### config.mk
export PLATFORM = sky130hd
export DESIGN_NAME = alu_muldiv_ctrl
export DESIGN_NICKNAME = d
export VERILOG_FILES = /design/src/rtl/alu_muldiv_ctrl.sv
export SDC_FILE = /design/constraint.sdc
export NUM_CORES = 1
export LEC_CHECK = 0
export CORE_UTILIZATION = 35
export CTS_CLUSTER_DIAMETER = 60
export DETAILED_ROUTE_END_ITERATION = 6
export GPL_TIMING_DRIVEN = 0
export PLACE_DENSITY_LB_ADDON = 0.25
export SLEW_MARGIN = 20
export SYNTH_ARGS = -nofsm -noshare
export SYNTH_HDL_FRONTEND = slang
export SYNTH_SLANG_ARGS = --single-unit
### constraint.sdc
create_clock -name clk -period 3.8 [get_ports clk]
set_clock_uncertainty 0.2 [all_clocks]
set_input_delay 0.95 -clock clk [delete_from_list [all_inputs] [get_ports clk]]
set_output_delay 0.95 -clock clk [all_outputs]
set_load 0.05 [all_outputs]
### src/rtl/alu_muldiv_ctrl.sv
// ALU control decode plus an iterative multiply/divide unit that owns the HI/LO registers.
// Multiply is shift-add and divide is restoring; both run on magnitudes and apply the sign in FIX.
module alu_muldiv_ctrl #(
  parameter int unsigned WIDTH = 32
) (
  input  logic             clk,
  input  logic             reset,
  input  logic [3:0]       ALUOp,
  input  logic [5:0]       Funct,
  input  logic             start,
  input  logic [WIDTH-1:0] A,
  input  logic [WIDTH-1:0] B,
  output logic [4:0]       ALUConf,
  output logic             Sign,
  output logic             busy,
  output logic             done,
  output logic [WIDTH-1:0] MdOut
);
  localparam int unsigned        CW     = $clog2(WIDTH + 1);
  localparam logic [WIDTH-1:0]   ONE_W  = WIDTH'(1);
  localparam logic [2*WIDTH-1:0] ONE_2W = (2*WIDTH)'(1);

  localparam logic [4:0] CONF_AND = 5'd0;
  localparam logic [4:0] CONF_OR  = 5'd1;
  localparam logic [4:0] CONF_ADD = 5'd2;
  localparam logic [4:0] CONF_SUB = 5'd3;
  localparam logic [4:0] CONF_SLT = 5'd4;
  localparam logic [4:0] CONF_NOR = 5'd5;
  localparam logic [4:0] CONF_XOR = 5'd6;
  localparam logic [4:0] CONF_SLL = 5'd7;
  localparam logic [4:0] CONF_SRX = 5'd8;
  localparam logic [4:0] CONF_LUI = 5'd9;

  localparam logic [5:0] F_SRA  = 6'h03;
  localparam logic [5:0] F_MFHI = 6'h10;
  localparam logic [5:0] F_MTHI = 6'h11;
  localparam logic [5:0] F_MTLO = 6'h13;
  localparam logic [5:0] F_MULT = 6'h18;
  localparam logic [5:0] F_MULU = 6'h19;
  localparam logic [5:0] F_DIV  = 6'h1a;
  localparam logic [5:0] F_DIVU = 6'h1b;
  localparam logic [5:0] F_SLT  = 6'h2a;

  typedef enum logic [1:0] {S_IDLE, S_MUL, S_DIV, S_FIX} state_t;

  state_t            state_q, state_d;
  logic [CW-1:0]     cnt_q, cnt_d;
  logic [WIDTH-1:0]  acc_q, acc_d;
  logic [WIDTH-1:0]  mq_q, mq_d;
  logic [WIDTH-1:0]  ma_q, ma_d;
  logic [WIDTH-1:0]  a_q, a_d;
  logic              neg_a_q, neg_a_d;
  logic              neg_b_q, neg_b_d;
  logic              div0_q, div0_d;
  logic              is_div_q, is_div_d;
  logic [WIDTH-1:0]  hi_q, hi_d;
  logic [WIDTH-1:0]  lo_q, lo_d;
  logic              busy_q, busy_d;
  logic              done_q, done_d;

  logic              is_rtype, op_mul, op_div, op_signed, neg_a, neg_b;
  logic [WIDTH-1:0]  a_mag, b_mag;
  logic [WIDTH:0]    mul_sum, div_shift;
  logic              div_ge;
  logic [WIDTH-1:0]  div_sub, quo_fix, rem_fix;
  logic [2*WIDTH-1:0] prod_fix;

  assign is_rtype  = (ALUOp == 4'd2);
  assign op_mul    = (Funct == F_MULT) || (Funct == F_MULU);
  assign op_div    = (Funct == F_DIV)  || (Funct == F_DIVU);
  assign op_signed = (Funct == F_MULT) || (Funct == F_DIV);

  // ALU operation decode
  always_comb begin
    ALUConf = CONF_ADD;
    case (ALUOp)
      4'd1:       ALUConf = CONF_SUB;
      4'd4:       ALUConf = CONF_AND;
      4'd5, 4'd6: ALUConf = CONF_SLT;
      4'd7:       ALUConf = CONF_OR;
      4'd8:       ALUConf = CONF_LUI;
      4'd2: begin
        case (Funct)
          6'h22, 6'h23: ALUConf = CONF_SUB;
          6'h24:        ALUConf = CONF_AND;
          6'h25:        ALUConf = CONF_OR;
          6'h26:        ALUConf = CONF_XOR;
          6'h27:        ALUConf = CONF_NOR;
          6'h00:        ALUConf = CONF_SLL;
          6'h02, 6'h03: ALUConf = CONF_SRX;
          6'h2a, 6'h2b: ALUConf = CONF_SLT;
          default:      ALUConf = CONF_ADD;
        endcase
      end
      default:    ALUConf = CONF_ADD;
    endcase
  end

  assign Sign = (is_rtype && (Funct == F_SRA || Funct == F_SLT ||
                              Funct == F_MULT || Funct == F_DIV)) || (ALUOp == 4'd5);

  assign neg_a = op_signed & A[WIDTH-1];
  assign neg_b = op_signed & B[WIDTH-1];
  assign a_mag = neg_a ? (~A + ONE_W) : A;
  assign b_mag = neg_b ? (~B + ONE_W) : B;

  // One shift-add step and one restoring-divide step per cycle
  assign mul_sum   = {1'b0, acc_q} + {1'b0, (mq_q[0] ? ma_q : '0)};
  assign div_shift = {acc_q, mq_q[WIDTH-1]};
  assign div_ge    = (div_shift >= {1'b0, ma_q});
  assign div_sub   = WIDTH'(div_shift - {1'b0, ma_q});

  assign prod_fix = (neg_a_q ^ neg_b_q) ? (~{acc_q, mq_q} + ONE_2W) : {acc_q, mq_q};
  assign quo_fix  = (neg_a_q ^ neg_b_q) ? (~mq_q + ONE_W) : mq_q;
  assign rem_fix  = neg_a_q ? (~acc_q + ONE_W) : acc_q;

  always_comb begin
    state_d  = state_q;
    cnt_d    = cnt_q;
    acc_d    = acc_q;
    mq_d     = mq_q;
    ma_d     = ma_q;
    a_d      = a_q;
    neg_a_d  = neg_a_q;
    neg_b_d  = neg_b_q;
    div0_d   = div0_q;
    is_div_d = is_div_q;
    hi_d     = hi_q;
    lo_d     = lo_q;
    busy_d   = busy_q;
    done_d   = 1'b0;
    case (state_q)
      S_IDLE: begin
        if (start && is_rtype && (op_mul || op_div)) begin
          state_d  = op_div ? S_DIV : S_MUL;
          cnt_d    = CW'(WIDTH);
          busy_d   = 1'b1;
          a_d      = A;
          neg_a_d  = neg_a;
          neg_b_d  = neg_b;
          div0_d   = (B == '0);
          is_div_d = op_div;
          acc_d    = '0;
          mq_d     = op_div ? a_mag : b_mag;
          ma_d     = op_div ? b_mag : a_mag;
        end else if (start && is_rtype && Funct == F_MTHI) begin
          hi_d = A;
        end else if (start && is_rtype && Funct == F_MTLO) begin
          lo_d = A;
        end
      end
      S_MUL: begin
        acc_d = mul_sum[WIDTH:1];
        mq_d  = {mul_sum[0], mq_q[WIDTH-1:1]};
        cnt_d = cnt_q - CW'(1);
        if (cnt_q == CW'(1)) state_d = S_FIX;
      end
      S_DIV: begin
        acc_d = div_ge ? div_sub : div_shift[WIDTH-1:0];
        mq_d  = {mq_q[WIDTH-2:0], div_ge};
        cnt_d = cnt_q - CW'(1);
        if (cnt_q == CW'(1)) state_d = S_FIX;
      end
      S_FIX: begin
        state_d = S_IDLE;
        busy_d  = 1'b0;
        done_d  = 1'b1;
        if (!is_div_q) begin
          {hi_d, lo_d} = prod_fix;
        end else if (div0_q) begin
          hi_d = a_q;
          lo_d = '1;
        end else begin
          hi_d = rem_fix;
          lo_d = quo_fix;
        end
      end
      default: state_d = S_IDLE;
    endcase
  end

  always_ff @(posedge clk or negedge reset) begin
    if (!reset) begin
      state_q  <= S_IDLE;
      cnt_q    <= '0;
      acc_q    <= '0;
      mq_q     <= '0;
      ma_q     <= '0;
      a_q      <= '0;
      neg_a_q  <= 1'b0;
      neg_b_q  <= 1'b0;
      div0_q   <= 1'b0;
      is_div_q <= 1'b0;
      hi_q     <= '0;
      lo_q     <= '0;
      busy_q   <= 1'b0;
      done_q   <= 1'b0;
    end else begin
      state_q  <= state_d;
      cnt_q    <= cnt_d;
      acc_q    <= acc_d;
      mq_q     <= mq_d;
      ma_q     <= ma_d;
      a_q      <= a_d;
      neg_a_q  <= neg_a_d;
      neg_b_q  <= neg_b_d;
      div0_q   <= div0_d;
      is_div_q <= is_div_d;
      hi_q     <= hi_d;
      lo_q     <= lo_d;
      busy_q   <= busy_d;
      done_q   <= done_d;
    end
  end

  assign busy  = busy_q;
  assign done  = done_q;
  assign MdOut = (Funct == F_MFHI) ? hi_q : lo_q;

endmodule

==> results.md <==
* VDD IR max at 0.449 mV
* DP Wirelength at 65300 microns
* WP data arrival at 4.01 ns
* # setup viols final at 0
* GR Overflow Total at 0
* Share of flip-flops with an asynchronous set or reset at 100%
* Worst Reg2Reg Path Length in Cells at 9
* Syn nets at 2515
* TritonCTS Sinks at 206
* Worst slew margin at 39.8%
* Port Buf Inserts at 106
* Nets at 2676
* Remaining antenna violation count after routing at 0
* R2r setup slk at 0.02 ns
* Reg2reg start: mq_q[30]$_DFFE_PN0P_
* Crit path launch: mq_q[30]$_DFFE_PN0P_
* Initial Util at 35.6%
* Hold buffers post-CTS at 0
* Horiz. Die Dim at 228 microns
* Synth unique cells at 84
* Max FO, Critical Path at 8
* Ys flop type: dfrtp_1
* WP buf/inv at 1
* Commonest non-fill, non-tap cell in the layout: nor2_1
* Area post-placement at 19900 sq um
* P per Cell Area at 770 nW/um^2
* Status: finished, final reports clean
* Clock Pin Slew Worst Setup and Hold Paths at 0.06 ns
* CP Capture Type: flip-flop
* Final hold violations at 0
* Ant diodes at 0
* CP startpoint kind: flip-flop
* Tightest Pin Transition at 0.895 ns
* Core area at 50400 sq um
* RD Place Congestion at 1.00
* Slew Viols, Final at 0
* Iteration-0 DRC count of the detailed router at 2108
* Crit path required time at 4.04 ns
* Vias per cell at 6.09
* Syn. warnings at 0
* Critical path cell sequence: clkbuf_1 -> nor4_4 -> nand2_1 -> nor4_2 -> nand3_1 -> a221oi_1 -> nor2_1 -> o21ai_1 -> a21oi_1
* # rows at 82
* Setup TNS at 0 ns
* CP top delay family: simple AND/OR/NAND/NOR gates
* Initial antenna violation count at 1
* Root buffer cell: clkbuf_16
* IO Pins at 117
* Critical path class: reg -> reg
* Vias in the first global route at 18800
* TritonCTS clock tree: done
* Area Growth Syn to Fin at 19.9%
* CTS max path bufs at 3
* Crit. path cell count at 9
* First-pass GRT wire length at 122000 microns
* LEAKAGE at 8.90 nW
* GRT Total Usage at 31.0%
* Sequential element share of the synthesized area at 28.7%
* Syn Inst Count at 2362
* Final Cycle Share at 99.4%
* Die area at 52100 sq um
* TritonRoute pass-1 iters at 6
* Wirelength per Cell at 25.8 microns
* R2R Path End: hi_q[9]$_DFFE_PN0P_
* Clk_lat worst skew at 0.61 ns
* Critical-path top delay cell: nor4_4
* Mapped Area at 17900 sq um
* Share of layout cells above drive strength 1 at 12.2%
* Max_cap viols at 0
* EDFF count, synth at 0
* Final instance area at 21500 sq um
* # H-tree levels at 1
* CTS Buf Count at 30
* Routed via count at 19600
* Hold Crit Class: in -> async
* Fin crit period at 3.78 ns
* Commonest non-fill, non-tap cells in the layout: 261 x nor2_1, 246 x nand2_1, 229 x a21oi_1
* Core Util, Final at 42.7%
* Routed WL at 83100 microns
* Die H at 228 microns
* Pin count of the biggest net entering global routing at 78
* DR DRC count at 0
* Crit-path max cell delay at 0.56 ns
* Post-Syn Area per Cell at 7.59 sq um
* Setup crit end: hi_q[9]$_DFFE_PN0P_
* Yosys reg bits at 206
* Fmax at 0.265 GHz
[metrics by stage]
stage	power (mW)	setup WS [ns]	hold WS (ns)	cells
after floorplan	9.83	0.0321	0.244	2362
after global placement	13.1	-7.74	0.259	3140
after detailed placement	13.2	-1.39	0.266	3142
after CTS	16.0	-0.0289	0.138	3203
after global routing	17.5	-0.0222	0.169	3219
final	16.6	0.0239	0.124	3219
[kinds of logic after synthesis]
group                    share of synthesized area (%)
XOR/XNOR                                          8.74
flip-flops                                        28.7
adder cells (fa/ha/maj)                           5.39
other                                           0.0209
buffers and inverters                             5.35
AND/OR/NAND/NOR                                   19.5
AO/OA/AOI/OAI                                     27.2
multiplexers                                      5.11
[sequential cells by signal (all words and copies together) (netlist names), 2 cells and up]
signal,cells
mq_q,32
state_q,2
lo_q,32
ma_q,32
cnt_q,6
hi_q,32
acc_q,32
a_q,32
[power breakdown]
group / switching (mW) / internal, mW / total (mW)
clock network: 1.20 / 1.62 / 2.82
logic: 6.83 / 3.29 / 10.1
registers: 0.694 / 2.92 / 3.61
[cell type report]
cell class / instances / area [sq um]
Buffer: 177 / 773
Clock buffer: 39 / 825
Clock inverter: 17 / 164
Fill cell: 5189 / 28900
Inverter: 71 / 274
Multi-Input combinational cell: 1904 / 12300
Sequential cell: 206 / 5170
Tap cell: 672 / 841
Timing Repair Buffer: 133 / 1170
[cells in the mapped netlist, types with 28 or more instances]
library cell | count | area share, %
o31ai_1 | 28 | 1.2
a21oi_1 | 235 | 6.6
nand2_1 | 247 | 5.2
inv_1 | 69 | 1.4
xor2_1 | 94 | 4.6
mux2_2 | 61 | 3.8
a31oi_1 | 28 | 0.98
clkbuf_1 | 157 | 3.3
a22oi_1 | 39 | 1.6
dfrtp_1 | 206 | 29
nand3_1 | 40 | 1.1
o211ai_1 | 30 | 1.3
nor2_1 | 268 | 5.6
o22ai_1 | 45 | 1.6
ha_1 | 74 | 5.2
o21ai_0 | 218 | 6.1
nor3_1 | 62 | 1.7
xnor2_1 | 83 | 4.1
[worst min path at each step]
| stage | to | depth (start not counted) | slack (ns) |
|---|---|---|---|
| final | acc_q[27]$_DFFE_PN0P_ | 1 | 0.12 |
| after global routing | acc_q[27]$_DFFE_PN0P_ | 1 | 0.17 |
| after CTS | acc_q[27]$_DFFE_PN0P_ | 1 | 0.14 |
| after detailed placement | lo_q[14]$_DFFE_PN0P_ | 2 | 0.27 |
| after global placement | lo_q[24]$_DFFE_PN0P_ | 2 | 0.26 |
| after floorplan | lo_q[0]$_DFFE_PN0P_ | 2 | 0.24 |
[worst reg2reg max path, stage by stage (launching register included)]
cell	delay, ns
dfrtp_1	0.35
clkbuf_1	0.31
nor4_4	0.57
nand2_1	0.18
nor4_2	0.50
nand3_1	0.32
a221oi_1	0.41
nor2_1	0.16
o21ai_1	0.48
a21oi_1	0.13
[what timing repair did]
item | CTS | global route
pin swaps | 4 | 17
setup endpoints to repair | 149 | 91
setup buffers | 8 | 17
resized for setup | 260 | 110
cloned | 0 | 0
[layer usage]
layer / part of all wire [%] / vias up / global-route usage (%)
met1: 43 / 9579 / 42.8
li1: - / 8835 / -
met5: 0 / - / 0
met3: 8.5 / 181 / 5.14
met4: 4.5 / 0 / 13.1
met2: 44 / 1016 / 47.7
Power figures use the tool's default switching activity.
